<file path="src/rtl/booth_mult_ctrl_pkg.sv">
// Shared encodings for the radix-2 Booth multiplier controller:
// FSM state codes, Booth step op codes and the recode helper.
package booth_mult_ctrl_pkg;

    localparam int BOOTH_WIDTH = 32;
    localparam int BOOTH_CNT_W = 6;

    // 2'd3 is unused; the FSM treats it as IDLE.
    typedef enum logic [1:0] {
        S_IDLE = 2'd0,
        S_RUN  = 2'd1,
        S_DONE = 2'd2
    } state_t;

    typedef enum logic [1:0] {
        OP_PASS = 2'd0,
        OP_ADD  = 2'd1,
        OP_SUB  = 2'd2
    } op_t;

    // Radix-2 Booth recode of {LO[0], Q_1}.
    function automatic op_t booth_op(input logic [1:0] bits);
        op_t op;
        case (bits)
            2'b01:   op = OP_ADD;
            2'b10:   op = OP_SUB;
            default: op = OP_PASS;
        endcase
        return op;
    endfunction

endpackage

</file>
<file path="src/rtl/booth_mult_ctrl_operand_sel.sv">
// Booth operand select: turns the current multiplier bit pair into the
// B operand and carry-in of the shared adder. Subtract is done as
// A + ~M + 1, so carry-in is set only for OP_SUB.
module booth_operand_sel
    import booth_mult_ctrl_pkg::*;
#(
    parameter int WIDTH = 32
) (
    input  logic [1:0]       booth_bits,
    input  logic [WIDTH-1:0] m,
    output logic [WIDTH-1:0] adder_b,
    output logic             adder_cin
);

    // Select M, ~M or zero according to the recoded op.
    always_comb begin
        adder_b   = '0;
        adder_cin = 1'b0;
        case (booth_op(booth_bits))
            OP_ADD: begin
                adder_b   = m;
                adder_cin = 1'b0;
            end
            OP_SUB: begin
                adder_b   = ~m;
                adder_cin = 1'b1;
            end
            default: begin
                adder_b   = '0;
                adder_cin = 1'b0;
            end
        endcase
    end

endmodule

</file>
<file path="src/rtl/booth_mult_ctrl.sv">
// Multi-cycle signed multiplier controller (radix-2 Booth) driving an
// external shared adder, one add/sub/pass step per clock.
//
//   state  | meaning
//   -------+----------------------------------------------------------
//   S_IDLE | waiting for start; operands load on the accepting edge
//   S_RUN  | one Booth step per cycle, WIDTH steps total
//   S_DONE | product/overflow registered, result_valid pulses next cycle
//
// result_valid, product and overflow are registered on the edge that
// leaves DONE, so they appear together in the following cycle. busy
// also covers that delivery cycle, which gives a 34-cycle issue
// interval and keeps a start in the result cycle from being accepted.
module booth_mult_ctrl
    import booth_mult_ctrl_pkg::*;
#(
    parameter int WIDTH = 32,
    parameter int CNT_W = 6
) (
    input  logic             clock,
    input  logic             reset,
    input  logic             start,
    input  logic [WIDTH-1:0] multiplicand,
    input  logic [WIDTH-1:0] multiplier,
    output logic             busy,
    output logic             result_valid,
    output logic [WIDTH-1:0] product,
    output logic             overflow,
    output logic [WIDTH-1:0] adder_a,
    output logic [WIDTH-1:0] adder_b,
    output logic             adder_cin,
    input  logic [WIDTH-1:0] adder_sum,
    input  logic             adder_ovf
);

    state_t           state;
    state_t           next_state;
    logic [WIDTH-1:0] hi;
    logic [WIDTH-1:0] lo;
    logic             q_1;
    logic [WIDTH-1:0] m;
    logic [CNT_W-1:0] count;
    logic             accept;
    logic             last_step;
    logic             step_sign;
    logic [WIDTH-1:0] sel_b;
    logic             sel_cin;

    assign busy      = (state != S_IDLE) || result_valid;
    assign accept    = start && !busy;
    assign last_step = (count == CNT_W'(WIDTH - 1));

    // 33rd bit of the step result: corrects the sign when the adder overflows.
    assign step_sign = adder_sum[WIDTH-1] ^ adder_ovf;

    booth_operand_sel #(
        .WIDTH (WIDTH)
    ) u_operand_sel (
        .booth_bits (state == S_RUN ? {lo[0], q_1} : 2'b00),
        .m          (m),
        .adder_b    (sel_b),
        .adder_cin  (sel_cin)
    );

    assign adder_a   = hi;
    assign adder_b   = sel_b;
    assign adder_cin = sel_cin;

    // Next-state decode; the unused code falls back to IDLE.
    always_comb begin
        next_state = state;
        case (state)
            S_IDLE:  next_state = accept ? S_RUN : S_IDLE;
            S_RUN:   next_state = last_step ? S_DONE : S_RUN;
            S_DONE:  next_state = S_IDLE;
            default: next_state = S_IDLE;
        endcase
    end

    // State, datapath registers and result delivery, synchronous reset.
    always_ff @(posedge clock) begin
        if (!reset) begin
            state        <= S_IDLE;
            hi           <= '0;
            lo           <= '0;
            q_1          <= 1'b0;
            m            <= '0;
            count        <= '0;
            product      <= '0;
            overflow     <= 1'b0;
            result_valid <= 1'b0;
        end else begin
            state        <= next_state;
            result_valid <= 1'b0;
            case (state)
                S_IDLE: begin
                    if (accept) begin
                        m     <= multiplicand;
                        lo    <= multiplier;
                        hi    <= '0;
                        q_1   <= 1'b0;
                        count <= '0;
                    end
                end
                S_RUN: begin
                    hi    <= {step_sign, adder_sum[WIDTH-1:1]};
                    lo    <= {adder_sum[0], lo[WIDTH-1:1]};
                    q_1   <= lo[0];
                    count <= count + CNT_W'(1);
                end
                S_DONE: begin
                    product      <= lo;
                    overflow     <= (hi != {WIDTH{lo[WIDTH-1]}});
                    result_valid <= 1'b1;
                end
                default: ;
            endcase
        end
    end

endmodule

</file>
<file path="config.mk">
export PLATFORM = sky130hd
export DESIGN_NAME = booth_mult_ctrl
export DESIGN_NICKNAME = d
export VERILOG_FILES = /design/src/rtl/booth_mult_ctrl_pkg.sv /design/src/rtl/booth_mult_ctrl_operand_sel.sv /design/src/rtl/booth_mult_ctrl.sv
export SDC_FILE = /design/constraint.sdc
export NUM_CORES = 1
export LEC_CHECK = 0
export BUFFER_PORTS_ARGS = -buffer_cell sky130_fd_sc_hd__buf_4
export CORE_AREA = 5 5 156 158
export DETAILED_ROUTE_END_ITERATION = 7
export DIE_AREA = 0 0 161 163
export SYNTH_ARGS = -nofsm -noshare
export SYNTH_HDL_FRONTEND = slang
export SYNTH_SLANG_ARGS = --single-unit
</file>
<file path="constraint.sdc">
create_clock -name clock -period 2 [get_ports clock]
set_input_delay 0.2 -clock clock [delete_from_list [all_inputs] [get_ports clock]]
set_output_delay 0.2 -clock clock [all_outputs]
set_load 0.05 [all_outputs]
</file>
==> run metrics <==
status complete, no violations; die span in x 161 um; CTS tree done; Pre-antenna DRT Iters 4; Fillers 2,346; Final nets 984; WL final 18.1 mm; min cycle time layout 1.98 ns; routed len/inst roughly 15 um; total power ~7500 uW; count of final hold-check violations 0; Root Driver clkbuf_16; clk buf depth 2; Final period util 0.989; top area cells in the synthesized netlist dfxtp_1, nand2_1, a21boi_0; placement row count 56; core area between 0.02 and 0.025 mm2; Yosys cell types 36; worst setup path category flip-flop to primary output; via count 5,387; final core utilization 0.380; Worst-Margin Slew 0.395 ns; IO buf count 199; vias per inst 4.54; final max-slew violation count 0; Mapped Cells between 600 and 700; Worst-path clk slew around 0.06 ns; ANT nets after route 0; Peak VDD IR 0.466 mV; achievable clock frequency 506 MHz; Synth Register Bits 139; Post-Synthesis Cell Area 0.00557 mm2; worst-path maximum fanout 8; final setup violation count 0; global route overflow 0; clk_lat worst skew 0.42 ns; RSZ-0062 raised after global routing true; DRC Markers 0; syn nets 763; Yosys top cell by area dfxtp_1; pin count of the biggest net entering global routing 55; initial core utilization 0.243; class of the worst hold path input pin to flip-flop; sequential cell area fraction in the yosys report 0.499; share of layout cells above drive strength 1 0.340; Worst EP required 1.80 ns; Num CTS Buffers 17; H-tree Lvls 4; post-DP HPWL 12.2 mm; Synth warnings 0; Max-cap violations 0; Layout area overhead 56.6%; die height about 160 um; critical path arrival roughly 1.8 ns; Total Routing Usage GR 0.136; CTS Sinks 139; Yosys top cell area share 0.499; Avg Cell Area, Syn 8.42 um2; PD cells about 860 mW/mm2; P_leak 0.00361 uW; gpl congestion 0.782; vias in the first global route 5,238; initial antenna violation count 0; Reg area about 0.0028 mm2; initial detailed-routing violation count 271; element type at the critical path end primary output; ant diodes 0; multi-input logic area around 0.0027 mm2; final clock skew approximately 0.0086 ns; Slew HR 0.737; startpoint types flip-flop; io pins 200; first-pass GRT wire length 28.4 mm; die footprint 0.0262 mm2
## registers in the layout, summed over array words and instances (netlist names)
name and cells:
lo 32, count 6, adder_a 32, overflow 1, q_1 1, result_valid 1
m 32, state 2, product 32
## what timing repair did
item                       in CTS  in global routing
pin swaps                       1                  1
hold endpoints to repair       32                  0
setup buffers                   2                  4
setup endpoints to repair      32                 32
gates resized for setup        27                 28
hold buffers                   32                  0
cloned                          1                  1
## critical path, cell delays in order, from the launching register on
cell and delay (ns):
dfxtp_4 0.36, nand2b_4 0.16, nor3b_4 0.23, buf_6 0.15, clkbuf_16 0.15, nand2_1 0.07
o21ai_2 0.07, buf_6 0.18
## path summary, 6_finish.rpt
kind,start,end,slack (ns),depth (start not counted)
worst max-delay path,state[1],adder_b[25],0.02,7
worst min-delay path,multiplicand[25],m[25],0.04,3
worst max register to register,state[1],lo[5],0.15,5
worst min register to register,product[5],product[5],0.46,2
## layer usage
| layer | global-route usage | part of all wire | vias up |
|---|---|---|---|
| met4 | 0.0384 | 0.010 | 0 |
| met5 | 0 | 0 | - |
| met1 | 0.169 | 0.45 | 2452 |
| li1 | - | - | 2747 |
| met2 | 0.217 | 0.45 | 175 |
| met3 | 0.0567 | 0.087 | 13 |
## power breakdown
group	total (uW)	internal [uW]	leakage [uW]	switching (uW)
logic	1090	481	0.00217	613
clock network	3370	2090	0.000296	1280
registers	3050	2920	0.00114	139
total	7520	5490	0.00361	2030
## per-stage QoR
stage / TNS (ns) / instances / cell area, um2 / worst slack (ns) / hold WS, ns
floorplan: -0.734 / 662 / 5680 / -0.263 / 0.333
global placement: 0 / 1115 / 7520 / 0.244 / 0.415
detailed placement: 0 / 1115 / 7520 / 0.228 / 0.419
CTS: -0.0149 / 1182 / 8610 / -0.0149 / 0.0148
global route: -1.58 / 1186 / 8730 / -0.0788 / 0.0271
finish: 0 / 1186 / 8730 / 0.0222 / 0.0406
## synth_stat cells, drive strengths merged
cell and number:
nand2 171, dfxtp 139, nor2 72, a21boi 69
clkbuf 39, o21ai 37, a22o 32, o221ai 31
buf 15, nand3 11, nand4 7, nor2b 4
nor3 4, nor4 4, o31ai 3, a21oi 2
a31oi 2, and2 2, nand2b 2, nand3b 2
nor3b 2, a41oi 1, and3 1, and4 1
ha 1, inv 1, nor4b 1, o211a 1
o311ai 1, or3 1, or4 1, or4b 1
xor2 1
## layout make-up
type	count	area share
flip-flops and latches	139	0.319
clock inverters	14	0.0225
repair buffers	256	0.253
inverters	1	0.000430
multi-input cells	468	0.314
clock buffers	18	0.0492
well taps	290	0.0416
## cells by family (layout without fill, tap and decap cells)
logic type | after synthesis | in the layout | share of synthesized area
and+or+nand+nor | 287 | 287 | 0.214
AOI/OAI and AO/OA | 179 | 179 | 0.238
DFF | 139 | 139 | 0.499
buffers and inverters | 55 | 289 | 0.0444
adders and majority gates | 1 | 1 | 0.00224
xor gates and xnor gates | 1 | 1 | 0.00157
## cells in the final DEF (no fill, tap or decap), types with 2 or more instances in the layout
cell type / count
nand4_1: 7
a21boi_0: 69
and2_1: 2
o31ai_1: 3
clkinv_2: 2
clkinv_4: 4
buf_4: 185
nor2b_1: 3
buf_6: 32
a22o_1: 32
nand2_1: 161
a31oi_1: 2
dfxtp_1: 137
o221ai_1: 31
clkbuf_16: 18
bufinv_16: 4
nor2_1: 72
nor4_1: 4
nand3_1: 11
clkinvlp_4: 3
o21ai_0: 6
dlygate4sd3_1: 32
buf_12: 5
a21oi_1: 2
nand2_2: 9
nand3b_1: 2
o21ai_2: 30
nor3_1: 4
Power figures use the tool's default switching activity.
